### config.mk
export PLATFORM = sky130hd
export DESIGN_NAME = mem_arbiter_flat
export DESIGN_NICKNAME = d
export VERILOG_FILES = /design/src/rtl/mem_arbiter_if.sv /design/src/rtl/mem_arbiter.sv /design/src/flat_wrapper.sv
export SDC_FILE = /design/constraint.sdc
export NUM_CORES = 1
export LEC_CHECK = 0
export BUFFER_PORTS_ARGS = -buffer_cell sky130_fd_sc_hd__buf_2
export CORE_AREA = 2 2 104 106
export CTS_CLUSTER_SIZE = 14
export DETAILED_ROUTE_END_ITERATION = 12
export DIE_AREA = 0 0 106 108
export PLACE_DENSITY = 0.53
export SYNTH_ARGS = -nofsm -noshare
export SYNTH_HDL_FRONTEND = slang
export SYNTH_SLANG_ARGS = --single-unit
### constraint.sdc
create_clock -name CLK -period 1.7 [get_ports CLK]
set_input_delay 0.255 -clock CLK [delete_from_list [all_inputs] [get_ports CLK]]
set_output_delay 0.255 -clock CLK [all_outputs]
set_load 0.02 [all_outputs]
### src/rtl/mem_arbiter_if.sv
// Bus bundle between the cache pair, the arbiter and the single RAM port.
// The arbiter sits on the slave side; the caches and RAM model drive the master side.
interface mem_arbiter_if #(
    parameter int WORD_W = 32
) ();
    logic              iREN;
    logic [WORD_W-1:0] iaddr;
    logic              iwait;
    logic [WORD_W-1:0] iload;

    logic              dREN;
    logic              dWEN;
    logic [WORD_W-1:0] daddr;
    logic [WORD_W-1:0] dstore;
    logic              dwait;
    logic [WORD_W-1:0] dload;

    logic              ramREN;
    logic              ramWEN;
    logic [WORD_W-1:0] ramaddr;
    logic [WORD_W-1:0] ramstore;
    logic [WORD_W-1:0] ramload;
    logic [1:0]        ramstate;

    modport slave (
        input  iREN, iaddr,
        input  dREN, dWEN, daddr, dstore,
        input  ramload, ramstate,
        output iwait, iload,
        output dwait, dload,
        output ramREN, ramWEN, ramaddr, ramstore
    );

    modport master (
        output iREN, iaddr,
        output dREN, dWEN, daddr, dstore,
        output ramload, ramstate,
        input  iwait, iload,
        input  dwait, dload,
        input  ramREN, ramWEN, ramaddr, ramstore
    );
endinterface

### src/rtl/mem_arbiter.sv
// Shares one RAM port between icache and dcache: dcache priority,
// bounded by a starvation counter so a waiting icache always progresses.
module mem_arbiter #(
    parameter int WORD_W       = 32,
    parameter int STARVE_LIMIT = 4
) (
    input logic          CLK,
    input logic          nRST,
    mem_arbiter_if.slave bus
);
    typedef enum logic [1:0] {
        IDLE = 2'd0,
        IGNT = 2'd1,
        DGNT = 2'd2
    } state_t;

    localparam logic [1:0] RAM_ACCESS = 2'd2;
    localparam logic [7:0] LIMIT      = 8'(STARVE_LIMIT);

    state_t     state;
    state_t     state_nx;
    state_t     arb_sel;
    logic [7:0] starve_cnt;
    logic [7:0] starve_nx;
    logic       dreq;
    logic       access;
    logic       arb_en;

    assign dreq   = bus.dREN | bus.dWEN;
    assign access = (bus.ramstate == RAM_ACCESS);

    // Choice made whenever the port is free or about to become free.
    always_comb begin
        arb_sel = IDLE;
        if (dreq && (!bus.iREN || starve_cnt < LIMIT))
            arb_sel = DGNT;
        else if (bus.iREN)
            arb_sel = IGNT;
    end

    always_comb begin
        state_nx = state;
        arb_en   = 1'b0;
        unique case (state)
            IDLE: arb_en = 1'b1;
            IGNT: begin
                if (!bus.iREN)
                    state_nx = IDLE;
                else if (access)
                    arb_en = 1'b1;
            end
            DGNT: begin
                if (!dreq)
                    state_nx = IDLE;
                else if (access)
                    arb_en = 1'b1;
            end
            default: state_nx = IDLE;
        endcase
        if (arb_en)
            state_nx = arb_sel;
    end

    // Counts dcache grants handed out while the icache is kept waiting.
    always_comb begin
        starve_nx = starve_cnt;
        if (!bus.iREN) begin
            starve_nx = 8'd0;
        end else if (arb_en) begin
            if (arb_sel == IGNT)
                starve_nx = 8'd0;
            else if (arb_sel == DGNT && starve_cnt < LIMIT)
                starve_nx = starve_cnt + 8'd1;
        end
    end

    always_ff @(posedge CLK or negedge nRST) begin
        if (!nRST) begin
            state      <= IDLE;
            starve_cnt <= 8'd0;
        end else begin
            state      <= state_nx;
            starve_cnt <= starve_nx;
        end
    end

    always_comb begin
        bus.ramREN   = 1'b0;
        bus.ramWEN   = 1'b0;
        bus.ramaddr  = '0;
        bus.ramstore = '0;
        bus.iwait    = 1'b1;
        bus.iload    = '0;
        bus.dwait    = 1'b1;
        bus.dload    = '0;
        unique case (state)
            IGNT: begin
                bus.ramREN  = bus.iREN;
                bus.ramaddr = bus.iaddr;
                if (access) begin
                    bus.iwait = 1'b0;
                    bus.iload = bus.ramload;
                end
            end
            DGNT: begin
                bus.ramWEN   = bus.dWEN;
                bus.ramREN   = bus.dREN & ~bus.dWEN;
                bus.ramaddr  = bus.daddr;
                bus.ramstore = bus.dstore;
                if (access) begin
                    bus.dwait = 1'b0;
                    if (bus.dREN && !bus.dWEN)
                        bus.dload = bus.ramload;
                end
            end
            default: ;
        endcase
    end
endmodule

### src/flat_wrapper.sv
// flat-port wrapper written by rule: the top's interface ports become plain ports
module mem_arbiter_flat 
#(
    parameter int WORD_W       = 32,
    parameter int STARVE_LIMIT = 4
)
  (CLK, nRST, bus_iREN, bus_iaddr, bus_dREN, bus_dWEN, bus_daddr, bus_dstore, bus_ramload, bus_ramstate, bus_iwait, bus_iload, bus_dwait, bus_dload, bus_ramREN, bus_ramWEN, bus_ramaddr, bus_ramstore);
  mem_arbiter_if #(.WORD_W(WORD_W)) bus_i ();
  input logic CLK;
  input logic nRST;
  input wire logic [$bits(bus_i.iREN)-1:0] bus_iREN;
  input wire logic [$bits(bus_i.iaddr)-1:0] bus_iaddr;
  input wire logic [$bits(bus_i.dREN)-1:0] bus_dREN;
  input wire logic [$bits(bus_i.dWEN)-1:0] bus_dWEN;
  input wire logic [$bits(bus_i.daddr)-1:0] bus_daddr;
  input wire logic [$bits(bus_i.dstore)-1:0] bus_dstore;
  input wire logic [$bits(bus_i.ramload)-1:0] bus_ramload;
  input wire logic [$bits(bus_i.ramstate)-1:0] bus_ramstate;
  output wire logic [$bits(bus_i.iwait)-1:0] bus_iwait;
  output wire logic [$bits(bus_i.iload)-1:0] bus_iload;
  output wire logic [$bits(bus_i.dwait)-1:0] bus_dwait;
  output wire logic [$bits(bus_i.dload)-1:0] bus_dload;
  output wire logic [$bits(bus_i.ramREN)-1:0] bus_ramREN;
  output wire logic [$bits(bus_i.ramWEN)-1:0] bus_ramWEN;
  output wire logic [$bits(bus_i.ramaddr)-1:0] bus_ramaddr;
  output wire logic [$bits(bus_i.ramstore)-1:0] bus_ramstore;
  assign bus_i.iREN = bus_iREN;
  assign bus_i.iaddr = bus_iaddr;
  assign bus_i.dREN = bus_dREN;
  assign bus_i.dWEN = bus_dWEN;
  assign bus_i.daddr = bus_daddr;
  assign bus_i.dstore = bus_dstore;
  assign bus_i.ramload = bus_ramload;
  assign bus_i.ramstate = bus_ramstate;
  assign bus_iwait = bus_i.iwait;
  assign bus_iload = bus_i.iload;
  assign bus_dwait = bus_i.dwait;
  assign bus_dload = bus_i.dload;
  assign bus_ramREN = bus_i.ramREN;
  assign bus_ramWEN = bus_i.ramWEN;
  assign bus_ramaddr = bus_i.ramaddr;
  assign bus_ramstore = bus_i.ramstore;
  mem_arbiter #(.WORD_W(WORD_W), .STARVE_LIMIT(STARVE_LIMIT)) u_core (.CLK(CLK), .nRST(nRST), .bus(bus_i));
endmodule
; After elaboration in Yosys (flattened, before gate mapping)
; Index checks and enable logic that the tools add are counted.
[op_classes]
n_addsub = 1
mul = 0
n_div = 0
n_lt_le_gt_ge = 1
n_eq_ne = 10
n_shift = 0
n_mux = 26
bitwise = 3
reduce_logical = 9
[ops]
columns = operator, count
row1 = $mux W32, 6
row2 = $pmux W32 S2, 1
row3 = $mux W8, 4
row4 = $add A8 B1 Y8 const B, 1
row5 = $lt A8 B3 Y1 const B, 1
row6 = $mux W1, 8
row7 = $mux W2, 4
row8 = $eq A2 B2 Y1 const B, 3
row9 = $pmux W2 S3, 1
row10 = $eq A2 B1 Y1 const B, 2
row11 = $ne A2 B1 Y1 const B, 2
row12 = $logic_and A1 B1 Y1, 3
row13 = $ne A3 B1 Y1 const B, 1
row14 = $ne A3 B2 Y1 const B, 1
row15 = $ne A3 B3 Y1 const B, 1
row16 = $pmux W1 S3, 1
row17 = $reduce_and A3 Y1, 1
row18 = $logic_not A1 Y1, 2
row19 = $logic_not A2 Y1, 1
row20 = $pmux W1 S2, 1
row21 = $reduce_and A2 Y1, 1
row22 = $and A1 B1 Y1, 1
row23 = $logic_or A1 B1 Y1, 1
row24 = $not A1 Y1, 1
row25 = $or A1 B1 Y1, 1
[word_totals]
register_bits = 10
latchBits = 0
ram_bits = 0
rom_bits = 0
in_bits = 135
out_inout_bits = 132
elab_cells = 52
n_memories = 0

; Logic depth before layout (Yosys ltp)
; Gate-level depths: netlist (run 1).
[depth]
ltp_word = 10
ltp_mapped = 8
ltp_nobuf = 6

; Least setup slack after synthesis (run 1)
; OpenSTA, ideal clock, no wires.
[synth_timing]
path_kind = register to register
startpoint = reg u_core.state[0]
endpoint = reg u_core.starve_cnt[3]
setup_time_ps = 137
arrival_time_ps = 1737
required_ps = 1563
path_slack_ps = -173
stages_incl_launch_ff = 8
n_path_buf = 1
period_less_slack_ps = 1873
cell_sequence = dfrtp_1 inv_1 ha_1 buf_2 or3b_4 a311o_1 a41oi_1 nor2_1
[synth_between]
elab_chain_cells = 4
word_cells_on_any_way = 6
classes_between = 3 x eq/ne / 1 x mux / 2 x reduce/logical
[synth_rtl]
columns = item, line
row1 = start: declaration, mem_arbiter.sv:20  ; state_t state;
row2 = start signal: assignment, mem_arbiter.sv:82  ; state <= state_nx;
row3 = $eq A2 B2 Y1 (tied with other cells), mem_arbiter.sv:44  ; unique case (state)
row4 = $pmux W1 S3 *, mem_arbiter.sv:44
row5 = $ne A2 B1 Y1 (no line) *, -
row6 = $reduce_and A2 Y1 (no line) *, -
row7 = end signal: assignment, mem_arbiter.sv:83  ; starve_cnt <= starve_nx;
row8 = end: declaration, mem_arbiter.sv:23  ; logic [7:0] starve_cnt;
; Mark *: on every way between the ends. The rest lies on a longest branch, timed or not.
; A chain may end at the register's enable or synchronous reset.

; Worst setup path in the final report (run 1)
[layout_timing]
startpoint = reg u_core.state[1]
endpoint = out bus_ramstore[8]
[layout_between]
elab_chain_cells = 2
[layout_rtl]
columns = item, line
row1 = $eq A2 B2 Y1, mem_arbiter.sv:96  ; unique case (state)
row2 = $mux W32, mem_arbiter.sv:96
row3 = end: declaration, flat_wrapper.sv:26  ; output wire logic [$bits(bus_i.ramstore)-1:0] bus_ramstore;
; Every way passes these cells.

==> results of run 1 <==
## registers in the layout, indices dropped and copies added, names as in the netlist
register	flops
u_core.starve_cnt	8
u_core.state	2
## worst min path at each step
stage	start	to	slack [ns]
2_1_floorplan	nRST	u_core.starve_cnt[0]	-0.04
3_3_place_gp	nRST	u_core.starve_cnt[5]	0.13
3_5_place_dp	nRST	u_core.starve_cnt[7]	0.14
4_1_cts	bus_iREN	u_core.starve_cnt[0]	0.37
5_1_grt	bus_iREN	u_core.starve_cnt[0]	0.40
6_report	bus_iREN	u_core.starve_cnt[0]	0.37
## cells by family (layout without fill, tap and decap cells)
kind of cell	count (synthesis)	in the layout
AO/OA/AOI/OAI	47	47
adder cells (fa/ha/maj)	5	5
buffers and inverters	30	303
flip-flops	10	10
multiplexers	3	3
AND/OR/NAND/NOR	157	157
## Yosys cell counts, types with 2 or more instances
master     n  area, µm²
nand3b_1   2       15.0
a41oi_1    2       17.5
nor2_1     5       18.8
dfrtp_1   10        250
and2_1    68        425
a22oi_1   32        240
nand2_1    6       22.5
inv_1      4       15.0
buf_2      3       15.0
and3_1    32        200
ha_1       5       62.6
a21oi_1    3       15.0
o21ai_0    2       10.0
clkbuf_1  22       82.6
nor2b_1   36        225
mux2i_1    2       20.0
## worst register-to-register path, stage by stage, from the launching register on
cell and delay [ns]:
dfrtp_1 0.38, inv_2 0.08, ha_4 0.14, buf_4 0.10, or3b_4 0.39, a311o_1 0.37, a41oi_2 0.18, nor2_2 0.05
## stage by stage
stage / setup TNS (ns) / utilization [%] / setup WS (ns) / power, µW
detailed placement: -3.76 / 34.4 / -0.132 / 3780
floorplan: -1.36 / - / -0.152 / 2600
CTS: -22.93 / 40.4 / -0.218 / 4600
global placement: -2.54 / 34.4 / -0.0945 / 3750
finish: -23.34 / 42.3 / -0.208 / 5030
global route: -30.16 / 42.3 / -0.264 / 5330
## cell type report
cell class                      count  share of cell area [%]
Clock buffer                        3                   0.955
Multi-Input combinational cell    212                    41.4
Timing Repair Buffer              296                    47.5
Tap cell                          136                    3.94
Sequential cell                    10                    5.82
Inverter                            4                   0.347
## repair_timing
item | in CTS | in global routing
hold buffers | 1 | 0
setup endpoints to repair | 139 | 142
endpoints found under the hold margin | 10 | 0
gates resized for setup | 129 | 46
pin swaps | 19 | 24
setup buffers | 4 | 2
gates cloned | 4 | 3
## power by group through the flow
stage               Clock, µW  Combinational, µW  Sequential [µW]
floorplan                   0               2290              309
global placement            0               3430              318
detailed placement          0               3460              318
CTS                       253               4020              327
global route              260               4730              335
finish                    248               4450              330
## metal layers
metal | up-vias | share of wire, %
met5 | - | 0
met4 | 0 | 1.4
met3 | 11 | 4.9
met2 | 118 | 50
met1 | 1366 | 43
li1 | 1421 | -
==> results.cfg, run 1 <==
[outcome]
status = finished with violations
violations = negative setup slack

[sta]
max_freq_mhz = 524
final-max-slew-violation-count = 0
rsz0062_at_grt = yes
period_needed_ns = 1.91
holdWs_ns = 0.372
post-route-period-util_pct = 112
clock_skew_ns = 0.00470
tightest_slew_ns = 0.352
relSlewSlack_pct = 76.5
setup_viol = 139
hold_viol_final = 0
worst_slack_ns = -0.208

[detailed_routing]
routedWlPerCell_um = 16.2
avgViaCountPerCell = 4.41
dr.pass1.iters = 4
drt-total-wl_mm = 10.7
first_iter_violations = 92
via_count = 2916
post-route-drc-count = 0
drtAntennaViolNets = 0

[global_routing]
met3_usage_pct = 2.41
grt.total_usage_pct = 16.2
grt_pass1_wl_mm = 15.0
grt_max_degree = 34
grt_pass1_vias = 2854
grt_use_met2_pct = 27.9
antenna_found_initial = 0
gr-usage-met1_pct = 21.6
grt_overflow = 0
grt-busiest-layer = met2

[synth]
ys_seq_area_share_pct = 13.8
synth.cell_area_mm2 = 0.00181
synth_compound_area_share_pct = 20.9
synth-adder-area-share_pct = 3.46
synth_warnings = 0
avgSynthCellArea_um2 = 7.18
synth_top_family_by_area = simple AND/OR/NAND/NOR gates
ys_types = 34
synth_xor_area_share_pct = 0
synth-simple-area-share_pct = 53.7
synth_fp_nets = 392
synth_mux_area_share_pct = 1.73
synth-async-reset-ratio_pct = 100
synth_ff_type = dfrtp_1
ys_ff_latch = 10
synth_edf_count = 0
synth_cells = 252

[critical_path]
cp.depth = 5
startpoint = u_core.state[1]
critPathBufInv = 3
critPathRequiredTime_ns = 1.44
worstPathMaxFanout = 32
r2r_slack_ns = -0.12
r2r-end = u_core.starve_cnt[3]
crit_chain = ha_4 -> buf_4 -> bufbuf_16 -> and2_1 -> buf_2
endpoint = bus_ramstore[8]
worstReg2RegStart = u_core.state[0]
cp_slowest_stage_delay_ns = 0.44
critPathKind = reg2out
critical_path.top_delay_family = buffers and inverters
worst_setup_path_end_kind = output port
rr_worst_depth = 7
crit_arrival_ns = 1.65
cp_slowest_cell = dfrtp_2
worst_setup_path_start_kind = flip-flop

[floorplanning]
row_count = 37
pin_count = 267
die_w_um = 106
dieArea_mm2 = 0.0114
initial_core_util_pct = 17.7
die_h_um = 108
core-area_mm2 = 0.0102

[layout]
layout_commonest_cell = buf_2
finalInstanceArea_mm2 = 0.00432
drive_above_1_share_pct = 76.2
regArea_um2 = 251
multi_input_area_mm2 = 0.00179
syn_to_final_growth_pct = 139
antennaDiodeCount = 0
fin_nets = 667
final_cell_mix = 198 x buf_2, 47 x buf_4, 39 x buf_6
finalNonFillerCells = 661
nFillCells = 1023

[power]
leakagePower_uw = 0.00235
ir_drop_v = 0.000586
p_int_uw = 2620
switching_power_uw = 2410
p_sw_share_pct = 47.9
powerDensity_mw_per_mm2 = 1160
p_comb_share_pct = 88.5
seqPwrFrac_pct = 6.6
clkPwrFrac_pct = 4.9

[cts]
worstSkewPairLatency_ns = 0.24
cts_root_buf = clkbuf_8
cts_tree = built
cts_max_path_buffers = 2
cts-buffers-inserted = 3
cts_max_level = 1
cts_sinks = 10
clkTransAtPathRegs_ns = 0.05

[min_path]
hold_class = in2reg
min_path_cells = 3

[placed_design]
gp_congestion = 0.863
port_buffers = 266
placed_cell_area_mm2 = 0.00352
dp_hpwl_mm = 7.89
place_inst = 647

[run]
cap_viol_max_count = 0
No activity file was read; power rests on OpenSTA's default activity.
==> run 2: changes to the inputs <==
MAX_ROUTING_LAYER = met4   (was not set)
==> run 2 against run 1 <==
Against the previous run:
- the run still ends with negative setup slack left
- sequential share of layout area about the same
- die area unchanged
- utilization decreased by 0.22 points
- sequential power decreased by 1%
- register-to-register slack got worse by 0.02 ns
- routed wire length decreased by 0.51%
- clock skew about the same
- critical path depth unchanged
- non-clock buffer count unchanged
- final area decreased by 0.52%
- largest power group unchanged
==> results.cfg, run 2 (synthesis results as in run 1) <==
[global_routing]
grt_pass1_vias = 2852
grt_pass1_wl_mm = 15.0
grt_max_degree = 34
grt_overflow = 0
antenna_found_initial = 0
grt.total_usage_pct = 16.7

[power]
seqPwrFrac_pct = 6.5
powerDensity_mw_per_mm2 = 1160
switching_power_uw = 2400
clkPwrFrac_pct = 4.9
ir_drop_v = 0.000563
p_comb_share_pct = 88.5
p_int_uw = 2600
p_sw_share_pct = 48.0
leakagePower_uw = 0.00235

[layout]
syn_to_final_growth_pct = 138
final_cell_mix = 203 x buf_2, 42 x buf_4, 39 x buf_6
antennaDiodeCount = 0
drive_above_1_share_pct = 75.8
largest_register = u_core.starve_cnt
finalInstanceArea_mm2 = 0.00430
largest_register_ff_count = 8
layout_commonest_cell = buf_2
reg_top3 = u_core.starve_cnt x8, u_core.state x2
fin_nets = 667
nFillCells = 1023

[critical_path]
crit_arrival_ns = 1.65
endpoint = bus_ramstore[8]
worst_setup_path_end_kind = output port
r2r_slack_ns = -0.14
r2r-end = u_core.starve_cnt[3]
worstReg2RegStart = u_core.state[0]
critPathRequiredTime_ns = 1.44
critPathKind = reg2out
worst_setup_path_start_kind = flip-flop
startpoint = u_core.state[1]
rr_worst_depth = 7
worstPathMaxFanout = 32

[floorplanning]
die_w_um = 106
dieArea_mm2 = 0.0114
die_h_um = 108
initial_core_util_pct = 17.7
row_count = 37
core-area_mm2 = 0.0102
pin_count = 267

[placed_design]
gp_congestion = 0.877
dp_slack_ns = -0.132
placed_cell_area_mm2 = 0.00352
port_buffers = 266
dp_hpwl_mm = 7.89

[detailed_routing]
first_iter_violations = 68
avgViaCountPerCell = 4.40
dr.pass1.iters = 4
drtAntennaViolNets = 0
routedWlPerCell_um = 16.1
drt-total-wl_mm = 10.6
post-route-drc-count = 0
via_count = 2907

[outcome]
status = finished with violations
violations = negative setup slack

[sta]
final-max-slew-violation-count = 0
period_needed_ns = 1.91
rsz0062_at_grt = yes
max_freq_mhz = 524
worst_slack_ns = -0.207
tightest_slew_ns = 0.354
clock_skew_ns = 0.00499
post-route-period-util_pct = 112
setup_viol = 139
relSlewSlack_pct = 76.3
hold_viol_final = 0

[run]
cap_viol_max_count = 0

[min_path]
hold_class = in2reg

[cts]
cts_max_level = 1
cts_tree = built
cts_max_path_buffers = 2
clkTransAtPathRegs_ns = 0.05
cts_root_buf = clkbuf_8
cts_sinks = 10
worstSkewPairLatency_ns = 0.24
cts-buffers-inserted = 3
==> run 2: how the worst min path moves through the flow <==
stage	from	to	slack, ns	cells past startpoint
6_report	bus_iREN	u_core.starve_cnt[0]	0.37	3
4_1_cts	bus_iREN	u_core.starve_cnt[0]	0.37	3
3_5_place_dp	nRST	u_core.starve_cnt[7]	0.14	1
5_1_grt	bus_iREN	u_core.starve_cnt[0]	0.40	3
3_3_place_gp	nRST	u_core.starve_cnt[5]	0.13	1
2_1_floorplan	nRST	u_core.starve_cnt[0]	-0.04	0
==> run 2: metrics by stage <==
stage / hold slack [ns] / util, % / TNS [ns] / power (µW) / instances
after floorplan: -0.0406 / - / -1.36 / 2600 / 252
after global placement: 0.132 / 34.4 / -2.54 / 3750 / 647
after detailed placement: 0.136 / 34.4 / -3.76 / 3780 / 647
after CTS: 0.365 / 40.4 / -22.93 / 4600 / 659
after global routing: 0.399 / 42.0 / -30.38 / 5300 / 661
final: 0.374 / 42.0 / -23.18 / 5000 / 661
==> run 2: final cells by class <==
| type | instances | area, µm² | share of cell area [%] |
|---|---|---|---|
| clock buffers | 3 | 41.3 | 0.960 |
| inverters | 4 | 15.0 | 0.349 |
| multi-input cells | 212 | 1780 | 41.4 |
| flip-flops and latches | 10 | 251 | 5.85 |
| well taps | 136 | 170 | 3.96 |
| repair buffers | 296 | 2040 | 47.5 |
==> run 2: what timing repair did <==
action                     in CTS  in global routing
setup endpoints to repair     139                142
gates resized for setup       129                 39
hold buffers                    1                  0
cloned                          4                  3
buffers inserted                4                  2
pin swaps                      19                 23
hold endpoints to repair       10                  0
==> run 2: power by group through the flow <==
stage / combinational [µW] / sequential, µW / clock [µW]
after floorplan: 2290 / 309 / 0
after global placement: 3430 / 318 / 0
after detailed placement: 3460 / 318 / 0
after CTS: 4020 / 327 / 253
after global routing: 4710 / 332 / 260
final: 4420 / 326 / 246
==> run 2: layer usage <==
layer	track usage, %	up-vias	share of wire, %
li1	-	1422	-
met2	27.9	114	50
met3	1.69	8	4.3
met5	-	-	0
met1	22.1	1363	45
met4	3.29	0	1.1
==> run 2: worst max-delay path, stage by stage (launching register included) <==
cell and delay [ns]:
dfrtp_2 0.44, ha_4 0.18, buf_4 0.16, bufbuf_16 0.30, and2_1 0.17, buf_2 0.16
